**config.mk**
```make
export PLATFORM = sky130hd
export DESIGN_NAME = trace_sequencer
export DESIGN_NICKNAME = d
export VERILOG_FILES = /design/src/rtl/trace_sequencer.sv
export SDC_FILE = /design/constraint.sdc
export NUM_CORES = 1
export LEC_CHECK = 0
export BUFFER_PORTS_ARGS = -buffer_cell sky130_fd_sc_hd__buf_4
export CAP_MARGIN = 0
export CORE_MARGIN = 8
export CORE_UTILIZATION = 45
export DETAILED_ROUTE_END_ITERATION = 8
export PLACE_DENSITY = 0.83
export SLEW_MARGIN = 25
export SYNTH_ARGS = -nofsm -noshare
export SYNTH_HDL_FRONTEND = slang
export SYNTH_SLANG_ARGS = --single-unit
```
**constraint.sdc**
```tcl
create_clock -name clk -period 2.2 [get_ports clk]
set_input_delay 0 -clock clk [delete_from_list [all_inputs] [get_ports clk]]
set_output_delay 0 -clock clk [all_outputs]
set_load 0.01 [all_outputs]
```
**src/rtl/trace_sequencer.sv**
```systemverilog
// trace_sequencer: round controller that shows grid trace patterns and credits the first matching player
// Ports: clk/reset (sync, active-high); start begins a round from IDLE or DONE;
//   random_mode/rand_trace/rand_valid pick random patterns; table_addr/table_data read the pattern ROM;
//   player_enable/traced carry per-player drawings; trace_to_display, trace_count, scores, last_winner,
//   clear_traces, busy, game_done and timed_out are registered status outputs.
module trace_sequencer #(
  parameter int TRACE_W = 16,
  parameter int NUM_TRACES = 5,
  parameter int NUM_PLAYERS = 2,
  parameter int TIMEOUT_CYCLES = 0,
  parameter int CNT_W = $clog2(NUM_TRACES + 1)
) (
  input  logic                           clk,
  input  logic                           reset,
  input  logic                           start,
  input  logic                           random_mode,
  input  logic [TRACE_W-1:0]             rand_trace,
  input  logic                           rand_valid,
  output logic [CNT_W-1:0]               table_addr,
  input  logic [TRACE_W-1:0]             table_data,
  input  logic [NUM_PLAYERS-1:0]         player_enable,
  input  logic [NUM_PLAYERS*TRACE_W-1:0] traced,
  output logic [TRACE_W-1:0]             trace_to_display,
  output logic [CNT_W-1:0]               trace_count,
  output logic [NUM_PLAYERS*CNT_W-1:0]   scores,
  output logic [NUM_PLAYERS-1:0]         last_winner,
  output logic                           clear_traces,
  output logic                           busy,
  output logic                           game_done,
  output logic                           timed_out
);
  localparam int TMR_W = TIMEOUT_CYCLES > 1 ? $clog2(TIMEOUT_CYCLES) : 1;
  typedef enum logic [2:0] {IDLE, LOAD, WAIT_MATCH, CLEAR, DONE} state_t;
  state_t state;
  logic [TMR_W-1:0] timer;
  logic [NUM_PLAYERS-1:0] match, win;
  logic expire;
  genvar g;
  for (g = 0; g < NUM_PLAYERS; g++) begin : g_match
    assign match[g] = player_enable[g] &
      ((traced[g*TRACE_W +: TRACE_W] & trace_to_display) == trace_to_display);
  end
  // Lowest-index matching player wins ties.
  always_comb begin
    win = '0;
    for (int i = NUM_PLAYERS - 1; i >= 0; i--)
      if (match[i]) win = NUM_PLAYERS'(1) << i;
  end
  assign expire = (TIMEOUT_CYCLES != 0) && (timer == TMR_W'(TIMEOUT_CYCLES - 1));
  assign table_addr = trace_count;
  always_ff @(posedge clk) begin
    if (reset) begin
      state <= IDLE;
      timer <= '0;
      trace_to_display <= '0;
      trace_count <= '0;
      scores <= '0;
      last_winner <= '0;
      clear_traces <= 1'b0;
      busy <= 1'b0;
      game_done <= 1'b0;
      timed_out <= 1'b0;
    end else begin
      clear_traces <= 1'b0;
      case (state)
        IDLE, DONE: if (start) begin
          trace_count <= '0;
          scores <= '0;
          last_winner <= '0;
          timed_out <= 1'b0;
          busy <= 1'b1;
          game_done <= 1'b0;
          state <= LOAD;
        end
        LOAD: if (random_mode) begin
          if (rand_valid && rand_trace != '0) begin
            trace_to_display <= rand_trace;
            timer <= '0;
            state <= WAIT_MATCH;
          end
        end else begin
          trace_to_display <= table_data;
          timer <= '0;
          if (table_data != '0) state <= WAIT_MATCH;
          else begin
            busy <= 1'b0;
            game_done <= 1'b1;
            state <= DONE;
          end
        end
        WAIT_MATCH: if (|match) begin
          for (int i = 0; i < NUM_PLAYERS; i++)
            if (win[i]) scores[i*CNT_W +: CNT_W] <= scores[i*CNT_W +: CNT_W] + CNT_W'(1);
          last_winner <= win;
          trace_count <= trace_count + CNT_W'(1);
          clear_traces <= 1'b1;
          state <= CLEAR;
        end else if (expire) begin
          timed_out <= 1'b1;
          trace_count <= trace_count + CNT_W'(1);
          clear_traces <= 1'b1;
          state <= CLEAR;
        end else timer <= timer + TMR_W'(1);
        CLEAR: if (trace_count == CNT_W'(NUM_TRACES)) begin
          busy <= 1'b0;
          game_done <= 1'b1;
          state <= DONE;
        end else state <= LOAD;
        default: state <= IDLE;
      endcase
    end
  end
endmodule
```
# Word level (Yosys, flattened, before mapping)
# Cells that the tools add are included.
# op_classes
add_sub_neg	3
eq_ne	16
muxes	33
n_bitwise	5
reduce_logical	15
# op_table
op	n
$and A16 B16 Y16	2
$eq A16 B16 Y1	2
$mux W16	2
$reduce_bool A16 Y1	2
$mux W3	10
$ne A2 B2 Y1 const B	7
$mux W6	2
$pmux W3 S4	1
$pmux W6 S2	1
$add A3 B1 Y3 const B	3
$mux W1	9
$mux W2	4
$reduce_and A4 Y1	2
$eq A3 B2 Y1 const B	2
$eq A3 B3 Y1 const B	2
$pmux W1 S3	2
$pmux W3 S2	1
$reduce_and A3 Y1	2
$reduce_or A2 Y1	3
$reduce_and A5 Y1	1
$pmux W2 S2	1
$eq A3 B1 Y1 const B	1
$logic_not A3 Y1	1
$ne A3 B3 Y1 const B	1
7 further kinds	8
# word_totals
regBits	33
output_inout_bits	34

# Logic depth before layout (Yosys ltp)
# logic_depth
ltp_word	8
depth_mapped	7
mapped_depth_nobuf	6

# Worst setup path after synthesis
# OpenSTA, ideal clock, no wires.
# synth_path
path_kind	flip-flop to flip-flop
startpoint	register trace_to_display[1]
endpoint	register scores[0]
arrival_ps	1705
required_ps	2077
path_slack_ps	371
path_stages_with_launch	6
n_path_buf	0
synth_period_minus_slack_ps	1829
path_cell_list	dfxtp_1 a222oi_1 nand3_1 or2_1 o21ai_2 mux2_1
# synth_via
elab_chain_len	6
# synth_rtl
element	line	source
start: declaration	23	output logic [TRACE_W-1:0] trace_to_display,
start signal: assignment	77	trace_to_display <= rand_trace;
start signal: assignment	82	trace_to_display <= table_data;
$and A16 B16 Y16	41	((traced[g*TRACE_W +: TRACE_W] & trace_to_display) == trace_to_display);
$eq A16 B16 Y1	41	
$and A1 B1 Y1	40	assign match[g] = player_enable[g] &
$mux W2 / $reduce_or A2 Y1 (equally long branches)	47, 91	
$ne A2 B2 Y1 (no source line)	n/a	
$reduce_and A4 Y1 (no source line) (*)	n/a	
end signal: indexed assignment	93	if (win[i]) scores[i*CNT_W +: CNT_W] <= scores[i*CNT_W +: CNT_W] + CNT_W'(1);
end: declaration	25	output logic [NUM_PLAYERS*CNT_W-1:0] scores,
# Mark *: on every way between the ends. The rest lies on a longest branch, timed or not.
# A chain may end at the register's enable or synchronous reset.

# Final worst setup path
# layout_path
startpoint	register trace_to_display[8]
endpoint	register trace_count[1], in the netlist table_addr[1]
# layout_via
elab_chain_len	6
# layout_rtl
element	line	source
$and A16 B16 Y16	41	
$eq A16 B16 Y1	41	
$and A1 B1 Y1	40	
$reduce_or A2 Y1 (*)	91	WAIT_MATCH: if (|match) begin
$ne A2 B2 Y1 (no source line) (*)	n/a	
$reduce_and A3 Y1 (no source line) (*)	n/a	
end signal: assignment	95	trace_count <= trace_count + CNT_W'(1);
end signal: assignment	100	trace_count <= trace_count + CNT_W'(1);
end: declaration	24	output logic [CNT_W-1:0] trace_count,
# Marks and branches as above.

==> reports/summary.txt <==
GRT
------------------------------------------------------------------------------------------------------
First-pass GRT wire length                                                                    10400 µm
Overall overflow remaining after global route                                                        0
GR Util met1                                                                                     23.3%
M3 GR Usage                                                                                      3.90%
Number of global-route vias before repair                                                         2194
Maximum number of pins on one net before global-route repair                                        33
Busiest layer in global routing                                                                   met2
GRT met2 Usage                                                                                   34.6%
Overall fraction of global-route tracks in use                                                   19.8%
Initial antenna violation count                                                                      0

TIMING
------------------------------------------------------------------------------------------------------
Achievable frequency                                                                           530 MHz
Post-layout minimum cycle time                                                                 1890 ps
Setup repair after global routing missed its margin                                                 no
Maximum clock skew at final layout                                                             8.39 ps
Hold Vio Cnt, Final                                                                                  0
Final TNS setup                                                                                   0 ps
Max-slew violation count                                                                             0
Period utilisation layout                                                                        85.7%
Total setup violations reported at the end of the flow                                               0

WORST HOLD PATH
------------------------------------------------------------------------------------------------------
Instance count along the most critical hold path                                                     4
End point of the worst hold path                                                              state[2]
Type of the most critical hold path                                                          in -> reg
Launch point of the worst hold path                                                              start

YOSYS
------------------------------------------------------------------------------------------------------
Post-synthesis async set-or-reset flop share                                                        0%
Number of flops mapped to enable cells by yosys                                                      0
Net count after synthesis                                                                          313
Area share of the largest cell type after synthesis                                              33.6%
Synthesized area per cell                                                                     8.27 µm²
Netlist area before placement                                                                 1970 µm²
Post-synthesis sequential area ratio                                                             33.6%
Warning count from the yosys run                                                                     0
Largest cells by area after synthesis                                                     dfxtp_1, mux2i_1, a211oi_1, nor2_1, nand2b_1
Leading area contributor after synthesis                                                       dfxtp_1
Cells after synthesis                                                                              238
Synth unique cells                                                                                  45
Number of register bits inferred by synthesis                                                       33
Top flip-flop cell by instance count after synthesis                                           dfxtp_1

POWER AND IR DROP
------------------------------------------------------------------------------------------------------
Total power                                                                                    1.97 mW
Leak Pwr                                                                                       1.28 nW
Peak supply drop                                                                            0.000369 V
Power Density                                                                               681 nW/µm²

CRITICAL PATH
------------------------------------------------------------------------------------------------------
Data arrival, critical path                                                                    2100 ps
Category of the worst setup path capture point                                                register
Register-to-Register Path Depth                                                                      6
Worst flop-to-flop path endpoint                                                          table_addr[1]
Crit path kind                                                                              reg -> reg
Crit path from                                                                            trace_to_display[8]
Start of the worst register-to-register path                                              trace_to_display[8]
CP Max Fanout                                                                                        7
Flop-to-flop setup slack                                                                        310 ps
Setup crit start kind                                                                         register
Worst endpoint required time                                                                   2410 ps

CLOCK NETWORK
------------------------------------------------------------------------------------------------------
Buffers inserted during post-CTS setup optimization                                                  0
Number of clock sinks                                                                               33
Number of buffers created by CTS                                                                     5
Root buffer cell                                                                              clkbuf_8
Number of gates given a new drive strength after cts                                                 0
Clock transition at the register clock pins on the worst setup and hold paths after CTS          80 ps
CTS hold repair buffers                                                                              0
H-tree depth                                                                                         2
Clock Path Buffers                                                                                   2
Clk Latency, worst-skew pair                                                                    280 ps
TritonCTS clock tree                                                                             built

CELLS AND AREA
------------------------------------------------------------------------------------------------------
Total non-filler cell area in the finished layout                                             2890 µm²
Number of nets in the layout                                                                       413
Area growth from synthesis to layout                                                             46.6%
Filler Cells Inserted                                                                              356
Diode insertion count for antenna repair                                                             0
Fraction of final layout cells sized beyond drive strength 1                                     36.3%

DIE
------------------------------------------------------------------------------------------------------
Starting density of the core                                                                     45.8%
Die height                                                                                     82.1 µm
Die Wd                                                                                         82.1 µm
Row Count                                                                                           24
Placeable core area                                                                           4290 µm²
Area enclosed by the die boundary                                                             6750 µm²
IO Count                                                                                           105

ROUTING
------------------------------------------------------------------------------------------------------
Detail-routed net length per standard cell                                                     17.0 µm
Routed wire length                                                                             6650 µm
Final antenna-violating net count                                                                    0
Vias after detailed routing                                                                       2147
DR DRC count                                                                                         0
Detailed-route vias per instance                                                                  5.49
Iteration-0 DRC count of the detailed router                                                       131
Iteration count of the initial detailed-routing pass                                                 4

PLACED DESIGN
------------------------------------------------------------------------------------------------------
Post-place instance area                                                                      2770 µm²
Routability congestion estimate                                                                  0.910
Detailed Place HPWL                                                                            5390 µm
Port-buffer cells                                                                                  103

JOB
------------------------------------------------------------------------------------------------------
Number of max-cap violations                                                                         0

RUN STATUS
------------------------------------------------------------------------------------------------------
Result of the run                                                                         finished clean

## worst max-delay path by stage
stage | end | cells after the start
floorplan | scores[0] | 5
global placement | table_addr[0] | 6
detailed placement | scores[5] | 6
CTS | scores[5] | 6
global route | table_addr[0] | 6
finish | table_addr[1] | 6
## cell usage after synthesis (2+ instances only)
master / n
dfxtp_1: 33
nor2_1: 26
inv_1: 19
mux2i_1: 19
a211oi_1: 17
nand2b_1: 12
nand2_1: 10
a21oi_1: 9
nor4_1: 7
o21ai_0: 7
clkbuf_1: 6
nor2b_1: 6
nand3_1: 5
o2111ai_1: 5
buf_2: 4
buf_4: 4
ha_1: 4
nor3_1: 4
o22ai_1: 4
or3_1: 4
nand4_1: 3
o211ai_1: 3
a31oi_1: 2
and3_1: 2
nor3b_1: 2
or4_1: 2
## metrics by stage
step                      instances  utilization, %  setup slack, ps  hold slack [ps]
after global placement          383            64.5              348              323
after detailed placement        383            64.5              345              328
after CTS                       391            67.2              307             28.0
after global routing            391            67.2              180             50.5
after floorplan                 238               -              371              190
final                           391            67.2              314             38.9
## kinds of logic after synthesis
group	count (synthesis)	synth area share, %
AND/OR/NAND/NOR	91	25.4
AO/OA/AOI/OAI	55	20.5
buffers and inverters	34	7.50
flip-flops	33	33.6
multiplexers	20	10.2
adder cells (fa/ha/maj)	4	2.54
other	1	0.191
## report_power, final
group	internal [mW]	switching (mW)	total, mW
combinational	0.316	0.325	0.641
clock	0.370	0.228	0.597
sequential	0.656	0.0713	0.727
## area by class of cell
type / instances / area (µm²) / area share [%]
clock buffer: 7 / 86.3 / 2.99
clock inverter: 1 / 30.0 / 1.04
inverter: 20 / 75.1 / 2.60
multi-input combinational: 171 / 1160 / 40.4
sequential: 33 / 661 / 22.9
tap: 52 / 65.1 / 2.25
timing repair buffer: 107 / 803 / 27.8
## per-layer routing
metal | share of wire, % | vias up
met2 | 51 | 65
met5 | 0 | -
met3 | 6.0 | 11
met1 | 41 | 1009
li1 | - | 1062
met4 | 1.8 | 0
## worst max-delay path: stages (launching register included)
cell     delay [ps]
dfxtp_1         340
inv_1            90
o21ai_0         120
nor4_2          480
a22oi_2         250
or3_1           390
a21oi_1         140
## state kept, by name, summed over array words and instances, names as in the netlist
signal / cells
state: 3
table_addr: 3
busy: 1
scores: 6
game_done: 1
last_winner: 2
clear_traces: 1
trace_to_display: 16
## layout by cell type, fill, tap and decap left out, drive strengths merged, types with 5 or more instances in the layout
cell / count
nand3: 5
a21oi: 9
inv: 20
mux2i: 19
o2111ai: 5
nand2: 10
nor4: 8
buf: 107
o21ai: 9
dfxtp: 33
a211oi: 17
nor2b: 7
nand2b: 12
clkbuf: 7
nor3: 5
nor2: 26
No activity file was read; power rests on OpenSTA's default activity.
